<file path="src/rtl/id_ex_reg.sv">
// id_ex_reg -- ID/EX pipeline register with load-use hazard detection.
//
// Holds one decoded instruction between the ID and EX stages. Each rising
// edge it kills the entry (flush), holds it (ex_stall), inserts a bubble
// when the ID instruction needs a load result that is still in EX
// (load-use), or captures the ID instruction.
//
// Ports:
//   clk, reset          pipeline clock; asynchronous active-low reset
//   id_*                decoded instruction presented by the ID stage
//   flush               redirect from EX; kills the ID->EX transfer
//   ex_stall            EX busy; every ex_* register holds
//   ex_*                registered instruction seen by the EX stage
//   id_stall            combinational; upstream IF/ID must hold
//   load_use_cnt        saturating count of inserted load-use bubbles
//
// CNT_MAX is the counter ceiling; it stays at 16'hFFFF in normal use.
module id_ex_reg #(
   parameter logic [15:0] CNT_MAX = 16'hFFFF
) (
   input  logic        clk,
   input  logic        reset,
   input  logic        id_valid,
   input  logic [31:0] id_pc,
   input  logic [4:0]  id_rs1,
   input  logic [4:0]  id_rs2,
   input  logic [4:0]  id_rd,
   input  logic        id_rs1_used,
   input  logic        id_rs2_used,
   input  logic [31:0] id_rd1,
   input  logic [31:0] id_rd2,
   input  logic [31:0] id_imm,
   input  logic [15:0] id_ctrl,
   input  logic        id_is_load,
   input  logic        id_reg_write,
   input  logic        flush,
   input  logic        ex_stall,
   output logic        ex_valid,
   output logic        ex_is_load,
   output logic        ex_reg_write,
   output logic [31:0] ex_pc,
   output logic [31:0] ex_rd1,
   output logic [31:0] ex_rd2,
   output logic [31:0] ex_imm,
   output logic [4:0]  ex_rs1,
   output logic [4:0]  ex_rs2,
   output logic [4:0]  ex_rd,
   output logic [15:0] ex_ctrl,
   output logic        id_stall,
   output logic [15:0] load_use_cnt
);

   logic rs1_hit;
   logic rs2_hit;
   logic load_use;

   // A load targeting x0 never produces a value anyone waits for.
   assign rs1_hit  = id_rs1_used & (id_rs1 == ex_rd);
   assign rs2_hit  = id_rs2_used & (id_rs2 == ex_rd);
   assign load_use = ex_valid & ex_is_load & (ex_rd != 5'd0) & id_valid
                     & (rs1_hit | rs2_hit);

   // A flush discards the ID instruction anyway, so a hazard against it
   // must not hold the front end.
   assign id_stall = ex_stall | (load_use & ~flush);

   always_ff @(posedge clk or negedge reset) begin
      if (!reset) begin
         ex_valid     <= 1'b0;
         ex_is_load   <= 1'b0;
         ex_reg_write <= 1'b0;
         ex_pc        <= '0;
         ex_rd1       <= '0;
         ex_rd2       <= '0;
         ex_imm       <= '0;
         ex_rs1       <= '0;
         ex_rs2       <= '0;
         ex_rd        <= '0;
         ex_ctrl      <= '0;
         load_use_cnt <= '0;
      end else if (flush) begin
         // Bubble: only the qualifying bits matter, payload is left stale.
         ex_valid     <= 1'b0;
         ex_is_load   <= 1'b0;
         ex_reg_write <= 1'b0;
      end else if (ex_stall) begin
         // Hold everything.
      end else if (load_use) begin
         ex_valid     <= 1'b0;
         ex_is_load   <= 1'b0;
         ex_reg_write <= 1'b0;
         if (load_use_cnt != CNT_MAX)
            load_use_cnt <= load_use_cnt + 16'd1;
      end else begin
         ex_valid     <= id_valid;
         // An empty slot must never load or write the register file.
         ex_is_load   <= id_is_load & id_valid;
         ex_reg_write <= id_reg_write & id_valid;
         ex_pc        <= id_pc;
         ex_rd1       <= id_rd1;
         ex_rd2       <= id_rd2;
         ex_imm       <= id_imm;
         ex_rs1       <= id_rs1;
         ex_rs2       <= id_rs2;
         ex_rd        <= id_rd;
         ex_ctrl      <= id_ctrl;
      end
   end

endmodule

</file>
<file path="config.mk">
export PLATFORM = sky130hd
export DESIGN_NAME = id_ex_reg
export DESIGN_NICKNAME = d
export VERILOG_FILES = /design/src/rtl/id_ex_reg.sv
export SDC_FILE = /design/constraint.sdc
export NUM_CORES = 1
export LEC_CHECK = 0
export ABC_AREA = 1
export BUFFER_PORTS_ARGS = -buffer_cell sky130_fd_sc_hd__buf_4
export CAP_MARGIN = 20
export CELL_PAD_IN_SITES_DETAIL_PLACEMENT = 1
export CELL_PAD_IN_SITES_GLOBAL_PLACEMENT = 1
export CORE_MARGIN = 1.5
export CORE_UTILIZATION = 33
export DETAILED_ROUTE_END_ITERATION = 7
export HOLD_SLACK_MARGIN = 0.05
export PLACE_DENSITY = 0.81
export SLEW_MARGIN = 20
export SYNTH_ARGS = -nofsm -noshare
export SYNTH_HDL_FRONTEND = slang
export SYNTH_SLANG_ARGS = --single-unit
</file>
<file path="constraint.sdc">
create_clock -name clk -period 2.4 [get_ports clk]
set_input_delay 0.12 -clock clk [delete_from_list [all_inputs] [get_ports clk]]
set_output_delay 0.12 -clock clk [all_outputs]
set_load 0.005 [all_outputs]
</file>
==> reports/qor.txt, run 1 <==
Slowest cell delay on critical path - 0.42 ns
Period Utilization, post-route - 91.5%
Most common cell in the netlist - nand2_1
Hold Crit Class - in -> reg
Cell family with most CP delay - simple AND/OR/NAND/NOR gates
Peak fanout along the critical path - 38
Top cell type's share of synthesized area - 59.4%
Final wirelength - 33,600 um
First-pass GRT wire length - 52,100 um
DRT iter0 DRCs - 312
Slowest-stage cell, CP - dfrtp_1
Leakage - 6.80 nW
Clock-pin transition on the worst setup and hold timing paths - 0.07 ns
Pwr dens - 643 nW/um2
Initial core utilization - 34.0%
Place WS - 0.340 ns
PortBufs - 346
CP startpoint kind - flip-flop
Final setup viols - 0
Placed Area - 10,400 um2
Gr ovfl total - 0
Antenna Nets Post-Route - 0
Buf+Inv Stages, Crit Path - 3
IO Count - 347
Largest net degree at the start of global routing - 152
WP data required - 2.28 ns
Setup TNS - 0 ns
Mapped Cells - 883
Chip width - 154 um
Vias/cell - 5.06
Worst vdd ir - 0.000414 V
Most instantiated cells after synthesis - nand2_1 (405), dfrtp_1 (178), nand3_1 (164)
Power, Total - 0.00814 W
Outcome - finished clean
Yosys warns - 0
Area grow syn2layout - 68.9%
Register bit total from synthesis - 178
Clk sinks - 178
Synth area leader - dfrtp_1
Avg WL per Cell - 20.1 um
Fin. max-slew vios - 0
Rows - 54
Die ar. - 23,600 um2
Final nets - 1,542
Clk_lat worst skew - 0.42 ns
WP data arrival - 2.08 ns
Via count - 8,431
Worst Hold Slack - 0.0677 ns
Syn_nets - 1,052
R2R Setup Slk - 0.35 ns
Post-synthesis cell type count - 20
Pre-antenna DRT Iters - 5
Rel. slew slack - 53.5%
Synthesized area - 7490 um2
CTS root buf - clkbuf_16
Final worst setup slack - 0.203 ns
Final Skew - 0.0159 ns
CP endpoint kind - primary output
Vias in the first global route - 9,552
Global Route Usage Sum - 28.3%
Clock H-tree levels - 4
Fmax - 0.455 GHz
Top cell by count, worst path - nand2_1
DPL Wire Length - 18,400 um
Fillers - 2,538
Worst setup path class - reg -> out
Least-Margin Pin Slew - 0.697 ns
EDFF count, synth - 0
Maxcap violations - 0
Die height - 154 um
Synth top area cells - dfrtp_1 (59%), nand2_1 (20%), nand3_1 (11%)
CTS Buf Count - 17
Share of layout cells above drive strength 1 - 28.4%
Final instance area - 12,700 um2
Final Hold Fails - 0
Crit path cell chain - inv_1 -> nand2_1 -> nand2_1 -> nor2_1 -> nand3_1 -> nand2_1 -> nand2_4 -> buf_16 -> o21ai_1 -> buf_4
GP Congestion - 0.800
Core area - 22,000 um2
CTS tree - built
Seq/Total Area, Yosys - 59.4%
Maximum buffer depth of the clock tree - 2
Async S/R FF share, synth - 100%
Unrepaired setup endpoints after global routing - no
Avg Inst Size Synth - 8.49 um2
Initial antenna violation count - 2
Ys flop type - dfrtp_1
Crit path time final - 2.20 ns
DRC errors left - 0
[cell type report]
| cell class | count | area (um2) | share of cell area [%] |
|---|---|---|---|
| timing repair buffer | 523 | 4470 | 35.3 |
| sequential | 178 | 4450 | 35.2 |
| multi-input combinational | 630 | 2720 | 21.4 |
| clock buffer | 18 | 429 | 3.39 |
| tap | 280 | 350 | 2.77 |
| clock inverter | 12 | 149 | 1.18 |
| inverter | 23 | 86.3 | 0.682 |
| antenna | 3 | 7.51 | 0.0593 |
[stage by stage]
stage                     cells  util, %
after floorplan             883        -
after global placement     1467     47.0
final                      1667     57.5
after CTS                  1663     57.3
after global routing       1666     57.5
after detailed placement   1467     47.0
[power breakdown]
group / switching [W] / total, W / internal, W
combinational: 0.000784 / 0.00172 / 0.000936
clock: 0.00129 / 0.00284 / 0.00155
sequential: 0.000236 / 0.00357 / 0.00334
[logic make-up after synthesis]
logic type               share of synthesized area (%)
XOR/XNOR                                          1.64
AND/OR/NAND/NOR                                   33.2
AO/OA/AOI/OAI                                    0.868
adder cells (fa/ha/maj)                          0.167
flip-flops                                        59.4
buffers and inverters                             4.64
[metal layers]
metal,vias to the layer above,track usage [%],routed length (um)
met1,4185,30.5,12500
met2,346,51.4,17600
met5,-,0,0
met4,0,15.2,1680
met3,120,6.43,1820
li1,3780,-,-
[state kept, by name, indices dropped and copies added, names as in the netlist]
register      flops
ex_valid          1
ex_is_load        1
ex_reg_write      1
ex_rd             5
load_use_cnt     16
ex_ctrl          16
ex_imm           32
ex_pc            32
ex_rs1            5
ex_rs2            5
ex_rd2           32
ex_rd1           32
[what timing repair did]
| action | in CTS | in global routing |
|---|---|---|
| setup endpoints to repair | 1 | 1 |
| gates resized for setup | 1 | 1 |
| hold buffers | 165 | 0 |
| endpoints found under the hold margin | 217 | 0 |
| buffers inserted | 0 | 0 |
| cloned | 1 | 1 |
[cell usage in the layout (no fill, tap or decap)]
master / Yosys / routed
clkinv_4: 0 / 2
o21ai_0: 13 / 12
buf_12: 0 / 5
nand2_1: 405 / 405
inv_2: 2 / 2
inv_6: 0 / 3
dfrtp_1: 178 / 178
nand2_4: 0 / 1
inv_8: 0 / 2
ha_1: 1 / 1
nand4_1: 4 / 4
nor3_1: 2 / 2
nand3_1: 164 / 164
nor2_4: 0 / 1
bufinv_16: 0 / 2
nor2_1: 22 / 22
buf_4: 10 / 349
buf_6: 1 / 1
inv_1: 21 / 21
o21ai_1: 0 / 1
dlygate4sd3_1: 0 / 165
xnor2_1: 8 / 8
xor2_1: 6 / 6
nand2_8: 0 / 1
nand3b_1: 1 / 1
clkinvlp_4: 0 / 3
clkbuf_16: 0 / 18
buf_16: 0 / 1
nor2_2: 2 / 1
clkbuf_1: 16 / 1
diode_2: 0 / 3
bufbuf_16: 0 / 1
[final timing paths]
kind                                 from         end  cells past startpoint
worst max register to register   ex_rd[2]  ex_rd1[17]                     11
worst min-delay path            id_rs2[1]   ex_rs2[1]                      3
worst max-delay path             ex_rd[2]    id_stall                     10
max in group asynchronous           reset  ex_rd2[20]                      3
min in group asynchronous           reset   ex_pc[17]                      2
worst min register to register  ex_rs2[3]   ex_rs2[3]                      2
[worst register-to-register path, stage by stage (launching register included)]
cell and delay, ns:
dfrtp_1 0.42, inv_1 0.10, nand2_1 0.06, nand2_1 0.05
nor2_1 0.11, nand3_1 0.09, nand2_1 0.16, nand2_4 0.13
nand2_8 0.31, buf_12 0.31, nand2_1 0.13, nand2_1 0.11
Note: power is estimated with default switching activity, not from simulation.
==> inputs of run 2 (changes only) <==
==> config.mk (replaced) <==
export PLATFORM = sky130hd
export DESIGN_NAME = id_ex_reg
export DESIGN_NICKNAME = d
export VERILOG_FILES = /design/src/rtl/id_ex_reg.sv
export SDC_FILE = /design/constraint.sdc
export NUM_CORES = 1
export LEC_CHECK = 0
export CAP_MARGIN = 20
export CELL_PAD_IN_SITES_DETAIL_PLACEMENT = 1
export CELL_PAD_IN_SITES_GLOBAL_PLACEMENT = 1
export CORE_AREA = 2 2 134 136
export DETAILED_ROUTE_END_ITERATION = 7
export DIE_AREA = 0 0 136 138
export DONT_BUFFER_PORTS = 1
export HOLD_SLACK_MARGIN = 0.05
export PLACE_DENSITY = 0.68
export SLEW_MARGIN = 20
export SYNTH_ARGS = -nofsm -noshare
export SYNTH_HDL_FRONTEND = slang
export SYNTH_SLANG_ARGS = --single-unit
==> constraint.sdc (replaced) <==
create_clock -name clk -period 2.5 [get_ports clk]
set_input_delay 0.125 -clock clk [delete_from_list [all_inputs] [get_ports clk]]
set_output_delay 0.125 -clock clk [all_outputs]
set_load 0.005 [all_outputs]
==> run 2 against run 1 <==
- the run now fails in clock tree synthesis (4_1_cts)
- synthesized cell count is 49% lower
- synthesized area is 6.8% lower
==> reports/qor.txt, run 2 <==
Outcome - stopped before the end
Last stage - clock tree synthesis (4_1_cts)
Err - [ERROR RSZ-0060] Max buffer count reached.
Yosys warns - 0 (unchanged)
Postcts setup bufs - 0 (unchanged)
Maximum buffer depth of the clock tree - 2 (unchanged)
Rows - 49 (-9.3%)
Synth area leader - dfrtp_1
Async S/R FF share, synth - 100% (unchanged)
Placed Cells - 665 (-55%)
Die height - 138 um (-10%)
Main combinational cell family by area after synthesis - multiplexers
Top cell type's share of synthesized area - 63.8% (+4.3 points)
Most common cell in the netlist - dfrtp_1
CTS Buf Count - 17 (unchanged)
Clock H-tree levels - 4 (unchanged)
Post-CTS sizing - 0 (-1)
CTS root buf - clkbuf_16
Mapped Cells - 447 (-49%)
Clk sinks - 178 (unchanged)
PortBufs - 0 (-100%)
Seq/Total Area, Yosys - 63.8% (+4.3 points)
Initial core utilization - 39.8% (+5.8 points)
Synth Area in Adders - 0.179% (+0.012 points)
Synth Area in Simple Gates - 4.57% (-29 points)
Synth Area in Compound Gates - 1.06% (+0.19 points)
Synthesized area - 6980 um2 (-6.8%)
DPL Wire Length - 12,000 um (-35%)
Synth top area cells - dfrtp_1 (64%), mux2_2 (26%), xnor2_1 (2.9%)
Register bit total from synthesis - 178 (unchanged)
Synth Area in XOR/XNOR - 3.14% (+1.5 points)
Place WS - 0.397 ns (+0.0568 ns)
IO Count - 347 (unchanged)
Chip width - 136 um (-12%)
Most instantiated cells after synthesis - dfrtp_1 (178), mux2_2 (160), xnor2_1 (23)
Avg Inst Size Synth - 15.6 um2 (+84%)
Syn_nets - 616 (-41%)
Ys flop type - dfrtp_1
Post-CTS Hold Buffers - 140 (-15%)
Mux contribution to synthesized area - 25.8% (+26 points)
GP Congestion - 0.833 (+4.1%)
EDFF count, synth - 0 (unchanged)
Post-synthesis cell type count - 33 (+65%)
## run 2: kinds of logic after synthesis
logic type / after synthesis
simple gates: 53
mux: 160
xor+xnor: 25
compound gates: 9
flops: 178
fa+ha+maj: 1
buf+inv: 21
## run 2: through the flow
stage	instance area (um2)	hold WS [ns]
after floorplan	6980	-0.171
after global placement	7280	-0.167
after detailed placement	7280	-0.167
==> inputs of run 3 (changes only) <==
==> config.mk (replaced) <==
export PLATFORM = sky130hd
export DESIGN_NAME = id_ex_reg
export DESIGN_NICKNAME = d
export VERILOG_FILES = /design/src/rtl/id_ex_reg.sv
export SDC_FILE = /design/constraint.sdc
export NUM_CORES = 1
export LEC_CHECK = 0
export CAP_MARGIN = 20
export CORE_MARGIN = 1.5
export CORE_UTILIZATION = 38
export DETAILED_ROUTE_END_ITERATION = 7
export DONT_BUFFER_PORTS = 1
export PLACE_DENSITY_LB_ADDON = 0.15
export SLEW_MARGIN = 20
export SYNTH_ARGS = -nofsm -noshare
export SYNTH_HDL_FRONTEND = slang
export SYNTH_SLANG_ARGS = --single-unit
==> run 3 against run 2 <==
- the flow again stops in clock tree synthesis (4_1_cts)
- synthesized cell count stayed put
- synthesized area stayed put
==> reports/qor.txt, run 3 <==
Outcome - stopped before the end
Last stage - clock tree synthesis (4_1_cts)
Err - [ERROR RSZ-0060] Max buffer count reached.
CTS root buf - clkbuf_16
DPL Wire Length - 11,100 um (-7.3%)
Syn_nets - 616 (unchanged)
IO Count - 347 (unchanged)
Rows - 49 (unchanged)
Post-CTS Hold Buffers - 140 (unchanged)
Clock H-tree levels - 4 (unchanged)
Seq/Total Area, Yosys - 63.8% (unchanged)
Top cell type's share of synthesized area - 63.8% (unchanged)
GP Congestion - 0.736 (-12%)
Maximum buffer depth of the clock tree - 2 (unchanged)
Avg Inst Size Synth - 15.6 um2 (unchanged)
Synth top area cells - dfrtp_1 (64%), mux2_2 (26%), xnor2_1 (2.9%)
Most instantiated cells after synthesis - dfrtp_1 (178), mux2_2 (160), xnor2_1 (23)
CTS Buf Count - 17 (unchanged)
Synth area leader - dfrtp_1
Yosys warns - 0 (unchanged)
Async S/R FF share, synth - 100% (unchanged)
Post-synthesis cell type count - 33 (unchanged)
Most common cell in the netlist - dfrtp_1
Mapped Cells - 447 (unchanged)
Ys flop type - dfrtp_1
Clk sinks - 178 (unchanged)
Postcts setup bufs - 0 (unchanged)
Synthesized area - 6980 um2 (unchanged)
Die height - 139 um (+0.41%)
Initial core utilization - 38.9% (-0.95 points)
EDFF count, synth - 0 (unchanged)
PortBufs - 0 (unchanged)
Chip width - 139 um (+1.9%)
Post-CTS sizing - 0 (unchanged)
Register bit total from synthesis - 178 (unchanged)
[run 3: stage by stage]
stage          instances  setup WS, ns  cell area [um2]  util [%]
3_5_place_dp         665         0.444             7300      40.7
2_1_floorplan        447         0.595             6980         -
3_3_place_gp         665         0.476             7300      40.7
[run 3: logic make-up after synthesis]
logic type	count (synthesis)	synth area share, %
AO/OA/AOI/OAI	9	1.06
XOR/XNOR	25	3.14
adder cells (fa/ha/maj)	1	0.179
buffers and inverters	21	1.47
flip-flops	178	63.8
multiplexers	160	25.8
AND/OR/NAND/NOR	53	4.57
